[src/rtl/morse_symbol_rx_if.sv]
// Bundle between the Morse receiver and its consumer: raw button lines in,
// decoded character and status strobes out.
// Handshake: code_valid is a one-cycle strobe with no ready/backpressure; code
// and len are registered on the same edge and hold until the next strobe.
// overflow and conflict are independent one-cycle strobes. fsm_state mirrors
// the receiver FSM (0 IDLE, 1 COLLECT, 2 DISCARD) for debug and checkers.
interface morse_symbol_rx_if #(
    parameter int MAX_LEN = 5
);
    localparam int LEN_W = $clog2(MAX_LEN + 1);

    logic               btn_dot_n;
    logic               btn_dash_n;
    logic [MAX_LEN-1:0] code;
    logic [LEN_W-1:0]   len;
    logic               code_valid;
    logic               overflow;
    logic               conflict;
    logic               busy;
    logic [1:0]         fsm_state;

    modport master (
        input  btn_dot_n, btn_dash_n,
        output code, len, code_valid, overflow, conflict, busy, fsm_state
    );

    modport slave (
        output btn_dot_n, btn_dash_n,
        input  code, len, code_valid, overflow, conflict, busy, fsm_state
    );
endinterface

[src/rtl/morse_symbol_rx.sv]
// Two-button Morse receiver: synchronises and debounces a dot and a dash
// button, collects up to MAX_LEN symbols per character and closes the
// character after IDLE_TICKS released debounce ticks.
// The bus interface must be instantiated with the same MAX_LEN as this module.
module morse_symbol_rx #(
    parameter int TICK_DIV    = 250000,
    parameter int DEB_SAMPLES = 4,
    parameter int MAX_LEN     = 5,
    parameter int IDLE_TICKS  = 200
) (
    input logic              clk,
    input logic              rst,
    morse_symbol_rx_if.master bus
);
    localparam int TICK_W = $clog2(TICK_DIV);
    localparam int DEB_W  = $clog2(DEB_SAMPLES + 1);
    localparam int IDLE_W = $clog2(IDLE_TICKS + 1);
    localparam int LEN_W  = $clog2(MAX_LEN + 1);

    localparam logic [TICK_W-1:0] TICK_LAST = TICK_W'(TICK_DIV - 1);
    localparam logic [DEB_W-1:0]  DEB_LAST  = DEB_W'(DEB_SAMPLES - 1);
    localparam logic [IDLE_W-1:0] IDLE_LAST = IDLE_W'(IDLE_TICKS - 1);
    localparam logic [LEN_W-1:0]  LEN_MAX   = LEN_W'(MAX_LEN);

    localparam logic [1:0] S_IDLE    = 2'd0;
    localparam logic [1:0] S_COLLECT = 2'd1;
    localparam logic [1:0] S_DISCARD = 2'd2;

    // Channel index 0 = dot, 1 = dash; all internal levels are 1 = pressed.
    logic [TICK_W-1:0]          tick_cnt;
    logic                       tick;
    logic [1:0]                 sync1, sync2;
    logic [1:0]                 deb, deb_prev;
    logic [1:0][DEB_W-1:0]      deb_cnt;

    logic [1:0]                 state;
    logic [MAX_LEN-1:0]         frame;
    logic [LEN_W-1:0]           flen;
    logic [IDLE_W-1:0]          idle_cnt;
    logic [MAX_LEN-1:0]         code_r;
    logic [LEN_W-1:0]           len_r;
    logic                       code_valid_r, overflow_r, conflict_r;

    logic                       dot_evt, dash_evt, single_evt, both_evt, any_evt;
    logic                       btn_down;
    logic [MAX_LEN-1:0]         sym_bit;

    assign tick       = (tick_cnt == TICK_LAST);
    assign dot_evt    = deb[0] & ~deb_prev[0];
    assign dash_evt   = deb[1] & ~deb_prev[1];
    assign single_evt = dot_evt ^ dash_evt;
    assign both_evt   = dot_evt & dash_evt;
    assign any_evt    = dot_evt | dash_evt;
    assign btn_down   = |deb;
    // Symbol bit placed at the next free frame position (dash = 1).
    assign sym_bit    = MAX_LEN'(dash_evt) << flen;

    // Two-flop synchroniser on the inverted (active-high) raw buttons.
    always_ff @(posedge clk or posedge rst) begin
        if (rst) begin
            sync1 <= '0;
            sync2 <= '0;
        end else begin
            sync1 <= {~bus.btn_dash_n, ~bus.btn_dot_n};
            sync2 <= sync1;
        end
    end

    // Free-running sample tick divider, wraps at TICK_DIV-1.
    always_ff @(posedge clk or posedge rst) begin
        if (rst) begin
            tick_cnt <= '0;
        end else if (tick) begin
            tick_cnt <= '0;
        end else begin
            tick_cnt <= tick_cnt + 1'b1;
        end
    end

    // Per-channel debounce: DEB_SAMPLES consecutive differing ticks flip the state.
    always_ff @(posedge clk or posedge rst) begin
        if (rst) begin
            deb      <= '0;
            deb_prev <= '0;
            deb_cnt  <= '0;
        end else begin
            deb_prev <= deb;
            if (tick) begin
                for (int i = 0; i < 2; i++) begin
                    if (sync2[i] != deb[i]) begin
                        if (deb_cnt[i] == DEB_LAST) begin
                            deb[i]     <= ~deb[i];
                            deb_cnt[i] <= '0;
                        end else begin
                            deb_cnt[i] <= deb_cnt[i] + 1'b1;
                        end
                    end else begin
                        deb_cnt[i] <= '0;
                    end
                end
            end
        end
    end

    // Character assembly FSM with idle timeout, overflow and conflict strobes.
    always_ff @(posedge clk or posedge rst) begin
        if (rst) begin
            state        <= S_IDLE;
            frame        <= '0;
            flen         <= '0;
            idle_cnt     <= '0;
            code_r       <= '0;
            len_r        <= '0;
            code_valid_r <= 1'b0;
            overflow_r   <= 1'b0;
            conflict_r   <= 1'b0;
        end else begin
            code_valid_r <= 1'b0;
            overflow_r   <= 1'b0;
            conflict_r   <= both_evt;
            case (state)
                S_IDLE: begin
                    if (single_evt) begin
                        frame    <= MAX_LEN'(dash_evt);
                        flen     <= LEN_W'(1);
                        idle_cnt <= '0;
                        state    <= S_COLLECT;
                    end
                end
                S_COLLECT: begin
                    if (single_evt) begin
                        if (flen < LEN_MAX) begin
                            frame    <= frame | sym_bit;
                            flen     <= flen + 1'b1;
                            idle_cnt <= '0;
                        end else begin
                            overflow_r <= 1'b1;
                            frame      <= '0;
                            flen       <= '0;
                            idle_cnt   <= '0;
                            state      <= S_DISCARD;
                        end
                    end else if (tick && !any_evt) begin
                        if (btn_down) begin
                            idle_cnt <= '0;
                        end else if (idle_cnt == IDLE_LAST) begin
                            code_r       <= frame;
                            len_r        <= flen;
                            code_valid_r <= 1'b1;
                            frame        <= '0;
                            flen         <= '0;
                            idle_cnt     <= '0;
                            state        <= S_IDLE;
                        end else begin
                            idle_cnt <= idle_cnt + 1'b1;
                        end
                    end
                end
                S_DISCARD: begin
                    if (single_evt) begin
                        idle_cnt <= '0;
                    end else if (tick && !any_evt) begin
                        if (btn_down) begin
                            idle_cnt <= '0;
                        end else if (idle_cnt == IDLE_LAST) begin
                            idle_cnt <= '0;
                            state    <= S_IDLE;
                        end else begin
                            idle_cnt <= idle_cnt + 1'b1;
                        end
                    end
                end
                default: begin
                    state <= S_IDLE;
                end
            endcase
        end
    end

    assign bus.code       = code_r;
    assign bus.len        = len_r;
    assign bus.code_valid = code_valid_r;
    assign bus.overflow   = overflow_r;
    assign bus.conflict   = conflict_r;
    assign bus.busy       = (state != S_IDLE);
    assign bus.fsm_state  = state;
endmodule

[src/flat_wrapper.sv]
// flat-port wrapper written by rule: the top's interface ports become plain ports
module morse_symbol_rx_flat 
#(
    parameter int TICK_DIV    = 250000,
    parameter int DEB_SAMPLES = 4,
    parameter int MAX_LEN     = 5,
    parameter int IDLE_TICKS  = 200
)
  (clk, rst, bus_btn_dot_n, bus_btn_dash_n, bus_code, bus_len, bus_code_valid, bus_overflow, bus_conflict, bus_busy, bus_fsm_state);
  morse_symbol_rx_if #(.MAX_LEN(MAX_LEN)) bus_i ();
  input logic clk;
  input logic rst;
  input wire logic [$bits(bus_i.btn_dot_n)-1:0] bus_btn_dot_n;
  input wire logic [$bits(bus_i.btn_dash_n)-1:0] bus_btn_dash_n;
  output wire logic [$bits(bus_i.code)-1:0] bus_code;
  output wire logic [$bits(bus_i.len)-1:0] bus_len;
  output wire logic [$bits(bus_i.code_valid)-1:0] bus_code_valid;
  output wire logic [$bits(bus_i.overflow)-1:0] bus_overflow;
  output wire logic [$bits(bus_i.conflict)-1:0] bus_conflict;
  output wire logic [$bits(bus_i.busy)-1:0] bus_busy;
  output wire logic [$bits(bus_i.fsm_state)-1:0] bus_fsm_state;
  assign bus_i.btn_dot_n = bus_btn_dot_n;
  assign bus_i.btn_dash_n = bus_btn_dash_n;
  assign bus_code = bus_i.code;
  assign bus_len = bus_i.len;
  assign bus_code_valid = bus_i.code_valid;
  assign bus_overflow = bus_i.overflow;
  assign bus_conflict = bus_i.conflict;
  assign bus_busy = bus_i.busy;
  assign bus_fsm_state = bus_i.fsm_state;
  morse_symbol_rx #(.TICK_DIV(TICK_DIV), .DEB_SAMPLES(DEB_SAMPLES), .MAX_LEN(MAX_LEN), .IDLE_TICKS(IDLE_TICKS)) u_core (.clk(clk), .rst(rst), .bus(bus_i));
endmodule
[config.mk]
export PLATFORM = sky130hd
export DESIGN_NAME = morse_symbol_rx_flat
export DESIGN_NICKNAME = d
export VERILOG_FILES = /design/src/rtl/morse_symbol_rx_if.sv /design/src/rtl/morse_symbol_rx.sv /design/src/flat_wrapper.sv
export SDC_FILE = /design/constraint.sdc
export NUM_CORES = 1
export LEC_CHECK = 0
export BUFFER_PORTS_ARGS = -buffer_cell sky130_fd_sc_hd__buf_2
export CAP_MARGIN = 20
export CORE_ASPECT_RATIO = 1.4
export CORE_MARGIN = 5
export CORE_UTILIZATION = 60
export DETAILED_ROUTE_END_ITERATION = 10
export HOLD_SLACK_MARGIN = 0.08
export PLACE_DENSITY = 0.79
export REMOVE_ABC_BUFFERS = 1
export SETUP_SLACK_MARGIN = 0.05
export SLEW_MARGIN = 15
export SYNTH_ARGS = -nofsm -noshare
export SYNTH_HDL_FRONTEND = slang
export SYNTH_SLANG_ARGS = --single-unit
[constraint.sdc]
create_clock -name clk -period 2.9 [get_ports clk]
set_clock_uncertainty 0.1 [all_clocks]
set_input_delay 0.435 -clock clk [delete_from_list [all_inputs] [get_ports clk]]
set_output_delay 0.435 -clock clk [all_outputs]
set_load 0.05 [all_outputs]
After elaboration in Yosys (flattened, before gate mapping)
Cells that the tools add are included.
{ "totals": {"ff_bits": 61, "in_bits": 4} }
{ "op_classes": {"mux": 41, "n_addsub": 5, "n_reduce_logical": 14, "shift": 1, "n_eq_ne": 15, "magnitude_cmp": 1, "bitwise": 14} }
{ "ops": {"columns": ["op", "count"], "rows": [
  ["2-to-1 mux 8 bit", 5],
  ["2-to-1 mux 3 bit", 10],
  ["2-to-1 mux 5 bit", 6],
  ["adder 18 x 1 -> 18 bit (second input constant)", 1],
  ["== test 18 bit (second input constant)", 1],
  ["2-to-1 mux 18 bit", 1],
  ["case mux 8 bit (2 select lines)", 1],
  ["2-to-1 mux 2 bit", 7],
  ["AND reduction 3 bit", 4],
  ["case mux 5 bit (2 select lines)", 1],
  ["AND reduction 5 bit", 2],
  ["adder 3 x 1 -> 3 bit (second input constant)", 3],
  ["!= test 3 x 1 -> 1 bit (second input constant)", 3],
  ["adder 8 x 1 -> 8 bit (second input constant)", 1],
  ["== test 8 bit (second input constant)", 1],
  ["2-to-1 mux 1 bit", 8],
  ["NOT 1 bit", 8],
  ["== test 3 x 2 -> 1 bit (second input constant)", 2],
  ["case mux 2 bit (3 select lines)", 1],
  ["case mux 3 bit (2 select lines)", 1],
  ["nonzero test 2 bit", 3],
  ["bitwise OR 5 bit", 1],
  ["<< shifter 1 x 3 -> 5 bit", 1],
  ["OR reduction 2 bit", 2],
  ["14 further kinds", 17]
]} }

Longest topological paths before layout
Gate-level depths: netlist of the first run.
{ "logic_depth": {"depth_word": 8, "ltp_mapped": 9, "ltp_nobuf": 8} }

Worst setup path after synthesis of the first run
Ideal clock, no wire load.
{ "synth_path": {"kind": "reg2reg", "start": "register u_core.deb[1]", "end": "register u_core.idle_cnt[0]", "path_slack_ns": 0.296, "required_time_ns": 2.734, "path_buffers": 1, "setup_ns": 0.066, "synth_period_minus_slack_ns": 2.604, "stages_incl_launch_ff": 9, "arrival_ns": 2.439, "path_cell_list": "dfrtp_1 nor2b_1 inv_1 ha_1 clkbuf_1 nor4b_1 a21bo_2 nor4_4 mux2_2"} }
{ "synth_via": {"elab_chain_cells": 6, "elab_cells_between_ends": 13} }
{ "synth_lines": {"columns": ["item", "line_no", "source"], "rows": [
  ["from (decl)", "morse_symbol_rx.sv:33", "logic [1:0] deb, deb_prev;"],
  ["from (signal, indexed assignment)", "morse_symbol_rx.sv:92", "deb[i] <= ~deb[i];"],
  ["AND 1 bit", "morse_symbol_rx.sv:50", "assign dash_evt = deb[1] & ~deb_prev[1];"],
  ["bitwise OR 1 bit", "morse_symbol_rx.sv:53", "assign any_evt = dot_evt | dash_evt;"],
  ["logical NOT 1 bit", "morse_symbol_rx.sv:143, morse_symbol_rx.sv:162", null],
  ["logical AND 1 bit", "morse_symbol_rx.sv:143, morse_symbol_rx.sv:162", null],
  ["!= test 3 x 1 -> 1 bit (no line)", null, null],
  ["AND reduction 3 bit (no line)", null, null],
  ["to (signal assigned)", "morse_symbol_rx.sv:155", "idle_cnt <= idle_cnt + 1'b1;"],
  ["to (signal assigned)", "morse_symbol_rx.sv:169", "idle_cnt <= idle_cnt + 1'b1;"],
  ["to (decl)", "morse_symbol_rx.sv:39", "logic [IDLE_W-1:0] idle_cnt;"]
]} }
Several ways; a longest one is shown, not always the timed one. The select of a mux whose other input is x is not followed.
A chain may end at the register's enable or synchronous reset.

Final worst setup path of the first run
Ends and elaborated chain as after synthesis.

==> impl_metrics.json, run 1 <==
{
  "status": "finished, final reports clean",
  "wl_per_cell_microns": 15.0,
  "critPathCaptureType": "register",
  "via_per_inst": 5.81,
  "die_w_microns": 69.2,
  "cts_buffers": 9,
  "synth_common_cells": "dfrtp_1, nor2_1, nand2_1",
  "die_h_microns": 92.9,
  "yosysSeqAreaShare": 0.518,
  "dr.pass1.iters": 4,
  "ant_nets": 0,
  "finalWirelength_mm": 5.65,
  "power_density_nw_per_um2": 479,
  "hpwl_mm": 4.10,
  "fin_crit_ps": 2650,
  "core_sq_um": 4800,
  "p_leak_nw": 1.63,
  "r2r_cells": 7,
  "fin_nets": 322,
  "finalSetupViolCount": 0,
  "syn-cell-area_sq_um": 2950,
  "overflow": 0,
  "min_to": "u_core.sync1[1]",
  "slew_headroom": 0.688,
  "route.detailed.drc": 0,
  "worstSetupStartpointType": "register",
  "fill_cells": 385,
  "r2r_end": "u_core.idle_cnt[0]",
  "seq_area_sq_um": 1530,
  "antenna_found_initial": 0,
  "crit_slowest_cell": "ha_1",
  "yosys.cell_count.top_type": "dfrtp_1",
  "syn_inst": 277,
  "fmax_mhz": 377,
  "synth_top_area_frac": 0.518,
  "cts_tree": "built",
  "hold_viol": 0,
  "synth_ff_type": "dfrtp_1",
  "grt_pass1_vias": 2188,
  "hold_path_class": "primary input to register",
  "multi_input_area_sq_um": 1350,
  "async_reset_ff_frac": 1.00,
  "gp_congestion": 0.773,
  "synth_cell_types": 47,
  "irDropWorstVdd_v": 0.000284,
  "clock_latency_ps": 340,
  "cts_root_buffer": "clkbuf_8",
  "worstHoldStart": "bus_btn_dash_n",
  "drt_iter0_markers": 162,
  "grt_max_degree": 27,
  "area_growth_pct": 13.5,
  "core.rowCount": 30,
  "synth_area_leaders": "dfrtp_1, ha_1, mux2_2",
  "worst_r2r_startpoint": "u_core.deb[1]",
  "synthMuxAreaShare": 0.0488,
  "rsz0062_at_grt": "no",
  "drive_above_1_share": 0.192,
  "die-area_sq_um": 6430,
  "io_pins": 18,
  "use_met1": 0.223,
  "tightest_slew_ps": 466,
  "met3_usage": 0.0565,
  "finalCritPeriodShare": 0.915,
  "synth_edf_count": 0,
  "synth-seq-cells": 61,
  "crit_chain": "nor2b_1, inv_1, ha_1, nor4b_1, a21bo_2, nor4_4, mux2_2",
  "slowest_delay_ps": 430,
  "yosysWarnings": 0,
  "grt_use_met2": 0.329,
  "initial_core_util": 0.614,
  "grt_pass1_wl_mm": 10.0,
  "setup-tns-final_ps": 0,
  "required_ps": 3070,
  "avgSynthCellArea_sq_um": 10.6,
  "diodes": 0,
  "synth_compound_area_frac": 0.0913,
  "synthSimpleGateAreaFrac": 0.226,
  "synth_top_family_by_area": "simple AND/OR/NAND/NOR gates",
  "synth_xor_area_frac": 0.0446,
  "final_cells": 376,
  "htree_levels": 3,
  "arrival_ps": 2820,
  "worst-setup-path-type": "register to register",
  "slew_violations": 0,
  "synth_fa_ha_area_frac": 0.0467,
  "path_clk_slew_ps": 70,
  "vias": 2186,
  "clock-sinks": 61,
  "cts_resized": 0,
  "gr-usage-all-layers": 0.196,
  "min_delay_path_depth": 2,
  "placed_cells": 359,
  "port_buffers": 17,
  "r2r_slack_ps": 250,
  "synth_top_area_cell": "dfrtp_1",
  "path_max_fanout": 10,
  "drv_cap": 0,
  "grt.busiest_layer": "met2",
  "clk_path_buf_depth": 2
}
## layout by cell type, fill, tap and decap left out, types with 2 or more instances in the layout
master / synthesis / routed
a21oi_1: 3 / 3
a221o_1: 4 / 4
a22o_1: 3 / 3
a32o_1: 2 / 2
and2_1: 3 / 3
and3_1: 8 / 8
and4_1: 4 / 4
buf_2: 1 / 17
buf_4: 0 / 8
clkbuf_8: 0 / 9
clkinv_2: 0 / 2
clkinvlp_4: 0 / 2
dfrtp_1: 61 / 61
ha_1: 11 / 11
inv_1: 12 / 11
mux2_2: 11 / 11
mux2i_1: 2 / 2
nand2_1: 25 / 25
nand2b_1: 2 / 2
nand3_1: 15 / 15
nand3b_1: 3 / 3
nand4_1: 3 / 3
nor2_1: 27 / 27
nor2b_1: 7 / 7
nor3_1: 6 / 6
nor3b_1: 3 / 3
nor4_1: 3 / 3
nor4b_1: 2 / 2
o21a_1: 3 / 3
o21ai_0: 7 / 7
o31ai_1: 4 / 4
or2_2: 3 / 3
or3_1: 3 / 3
xnor2_1: 11 / 11
xor2_1: 4 / 4
## stage by stage
stage	utilization	total power, W	worst slack [ps]	hold WS, ps	instance area (sq um)
after floorplan	-	0.000886	361	231	2920
after global placement	0.655	0.000895	425	236	3150
after detailed placement	0.655	0.000896	243	239	3150
after CTS	0.697	0.00162	216	123	3350
after global routing	0.697	0.00167	107	136	3350
final	0.697	0.00160	247	135	3350
## critical path, delay by kind of cell (launching register included)
kind            cells  cell delay, ps
compound gates      1             300
buf+inv             1             130
mux                 1             230
fa+ha+maj           1             430
flops               1             340
simple gates        3            1070
## state kept, by name, summed over array words and instances (netlist names)
signal,flops
u_core.bus.len,3
u_core.sync1,2
u_core.deb_cnt,6
u_core.bus.code,5
u_core.deb_prev,2
u_core.frame,5
u_core.flen,3
u_core.sync2,2
u_core.bus.code_valid,1
u_core.idle_cnt,8
u_core.bus.fsm_state,2
u_core.bus.conflict,1
u_core.bus.overflow,1
u_core.tick_cnt,18
u_core.deb,2
## where the power goes
group / internal, W / switching [W]
Combinational: 0.00000584 / 0.0000185
Clock: 0.000395 / 0.000328
Sequential: 0.000853 / 0.00000122
Total: 0.00125 / 0.000348
## cell families (layout without fill, tap and decap cells)
logic type / Yosys count / count (layout)
mux: 13 / 13
flops: 61 / 61
buf+inv: 19 / 54
fa+ha+maj: 11 / 11
simple gates: 122 / 122
compound gates: 36 / 36
xor+xnor: 15 / 15
## per-layer routing
metal	wire length, microns	share of wire	vias up
li1	-	-	1042
met1	2310	0.41	1089
met2	3040	0.54	43
met3	187	0.033	12
met4	116	0.021	0
met5	0	0	-
## worst max path at each step
stage,from,endpoint,slack [ps],cells after the start
2_1_floorplan,u_core.deb[1],u_core.idle_cnt[0],360,7
3_3_place_gp,u_core.deb_prev[1],u_core.idle_cnt[3],420,8
3_5_place_dp,u_core.deb_prev[1],u_core.idle_cnt[3],240,8
4_1_cts,u_core.deb[1],u_core.idle_cnt[0],220,7
5_1_grt,u_core.deb[1],u_core.idle_cnt[0],110,7
6_report,u_core.deb[1],u_core.idle_cnt[0],250,7
## final cells by class
type,instances,share of cell area
Clock inverter,6,0.0191
Tap cell,64,0.0239
Inverter,12,0.0135
Timing Repair Buffer,26,0.0464
Multi-Input combinational cell,197,0.403
Sequential cell,61,0.456
Clock buffer,10,0.0381
## what timing repair did
action	in CTS	in global routing
setup buffers	0	0
hold endpoints to repair	17	0
hold buffers	1	0
(Power assumes the default switching activity.)
==> run 2, diff against run 1 <==
CORE_ASPECT_RATIO = 0.8   (was 1.4)
CORE_UTILIZATION = 54   (was 60)
PLACE_DENSITY = 0.77   (was 0.79)
clock period = 2.3 ns   (was 2.9 ns; I/O delays follow)
==> run 2 against run 1 <==
Hold slack improved by 120 ps. Final cell count up 2.9%. Register-to-register slack got worse by 110 ps. Count of clock-buffer cells in the layout grew 5. Critical endpoint is now u_core.idle_cnt[3]. Largest power group unchanged.
==> impl_metrics.json, run 2 (synthesized netlist as in run 1, its figures left out) <==
{
  "status": "finished, final reports clean",
  "r2r_cells": 8,
  "clock-sinks": 61,
  "ant_nets": 0,
  "finalWorstSetupSlack_ps": 137,
  "finalSetupViolCount": 0,
  "drt_iter0_markers": 70,
  "wl_per_cell_microns": 14.5,
  "finalCritPeriodShare": 0.940,
  "finalWirelength_mm": 5.60,
  "gr-usage-all-layers": 0.172,
  "fin_nets": 332,
  "cts_tree": "built",
  "grt_pass1_vias": 2103,
  "clock_latency_ps": 330,
  "min_delay_path_depth": 0,
  "htree_levels": 3,
  "worst_r2r_startpoint": "u_core.deb_prev[1]",
  "core_sq_um": 5380,
  "tightest_slew_ps": 495,
  "worstSetupStartpointType": "register",
  "crit_chain": "nor2b_4, inv_2, ha_4, nor4b_4, a21bo_2, nor4_4, nand2_1, o21ai_1",
  "hold_path_class": "register to register",
  "initial_core_util": 0.548,
  "crit_family": "simple AND/OR/NAND/NOR gates",
  "core.rowCount": 24,
  "min_to": "u_core.sync2[0]",
  "via_per_inst": 5.66,
  "irDropWorstVdd_v": 0.000438,
  "route.detailed.drc": 0,
  "slew_headroom": 0.669,
  "grt_max_degree": 62,
  "grt_pass1_wl_mm": 9.60,
  "die-area_sq_um": 7050,
  "required_ps": 2460,
  "rsz0062_at_grt": "yes",
  "power_density_nw_per_um2": 555,
  "layout_common_cells": "dfrtp_1, nor2_1, nand2_1, buf_2",
  "setup-tns-final_ps": 0,
  "gp_congestion": 0.825,
  "die_h_microns": 76.1,
  "port_buffers": 17,
  "worst-setup-path-type": "register to register",
  "arrival_ps": 2320,
  "cts_buffers": 9,
  "worstHoldStart": "u_core.sync1[0]",
  "clk_path_buf_depth": 2,
  "path_clk_slew_ps": 60,
  "r2r_slack_ps": 140,
  "area_growth_pct": 18.1,
  "layout_commonest_cell": "dfrtp_1",
  "p_leak_nw": 1.68,
  "largest_reg_flops": 18,
  "drv_cap": 0,
  "slew_violations": 0,
  "path_max_fanout": 6,
  "drive_above_1_share": 0.236,
  "dr.pass1.iters": 4,
  "hold_viol": 0,
  "hpwl_mm": 3.86,
  "fin_crit_ps": 2160,
  "critPathCaptureType": "register",
  "r2r_end": "u_core.idle_cnt[3]",
  "diodes": 0,
  "io_pins": 18,
  "critPathBufInv": 1,
  "crit_slowest_cell": "nor4_4",
  "pre_cts_ws_ps": 85.7,
  "reg_top3": "u_core.tick_cnt x18, u_core.idle_cnt x8, u_core.deb_cnt x6",
  "vias": 2189,
  "cts_root_buffer": "clkbuf_8",
  "overflow": 0,
  "antenna_found_initial": 0,
  "fmax_mhz": 462,
  "top_register": "u_core.tick_cnt",
  "slowest_delay_ps": 420,
  "die_w_microns": 92.6
}
[run 2: worst max path at each step]
| stage | startpoint | endpoint | slack (ps) | cells after the start |
|---|---|---|---|---|
| 6_report | u_core.deb_prev[1] | u_core.idle_cnt[3] | 140 | 8 |
| 4_1_cts | u_core.deb_prev[1] | u_core.idle_cnt[0] | 80 | 7 |
| 2_1_floorplan | u_core.deb[1] | u_core.idle_cnt[0] | -240 | 7 |
| 5_1_grt | u_core.deb_prev[1] | u_core.idle_cnt[3] | 20 | 8 |
| 3_5_place_dp | u_core.deb_prev[1] | u_core.bus.code[1] | 90 | 8 |
| 3_3_place_gp | u_core.deb[1] | u_core.idle_cnt[0] | 120 | 7 |
[run 2: cell type report]
class                      count  area (sq um)
fill                         434          1890
sequential                    61          1530
multi-input combinational    197          1410
timing repair buffer          36           248
clock buffer                  15           166
tap                           65          81.3
inverter                      12          45.0
clock inverter                 1          5.00
[run 2: layer usage]
layer	vias up	GRT usage	wire, microns
met3	11	0.0503	192
met4	0	0.0772	86
met5	-	0	0
met1	1078	0.234	2740
met2	32	0.253	2580
li1	1068	-	-
[run 2: through the flow]
| step | hold WS (ps) | std cells | util | power (W) | area (sq um) |
|---|---|---|---|---|---|
| after global placement | 235 | 367 | 0.598 | 0.00113 | 3210 |
| final | 252 | 387 | 0.648 | 0.00193 | 3480 |
| after CTS | 254 | 386 | 0.635 | 0.00197 | 3410 |
| after global routing | 271 | 387 | 0.648 | 0.00203 | 3480 |
| after floorplan | 231 | 270 | - | 0.00112 | 2920 |
| after detailed placement | 237 | 367 | 0.598 | 0.00113 | 3210 |
[run 2: report_power, final]
part | internal (W) | total, W | switching, W
clock | 0.000450 | 0.000819 | 0.000369
combinational | 0.0000110 | 0.0000352 | 0.0000242
sequential | 0.00108 | 0.00108 | 0.00000165
[run 2: what timing repair did]
item	CTS	global route
gates resized for setup	0	13
endpoints found under the setup margin	0	22
hold buffers	3	0
buffers inserted	0	1
endpoints found under the hold margin	63	0
[run 2: worst reg2reg max path, stage by stage, from the launching register on]
cell     delay (ps)
dfrtp_1         400
nor2b_4         140
inv_2            60
ha_4            220
nor4b_4         270
a21bo_2         270
nor4_4          420
nand2_1         100
o21ai_1         120
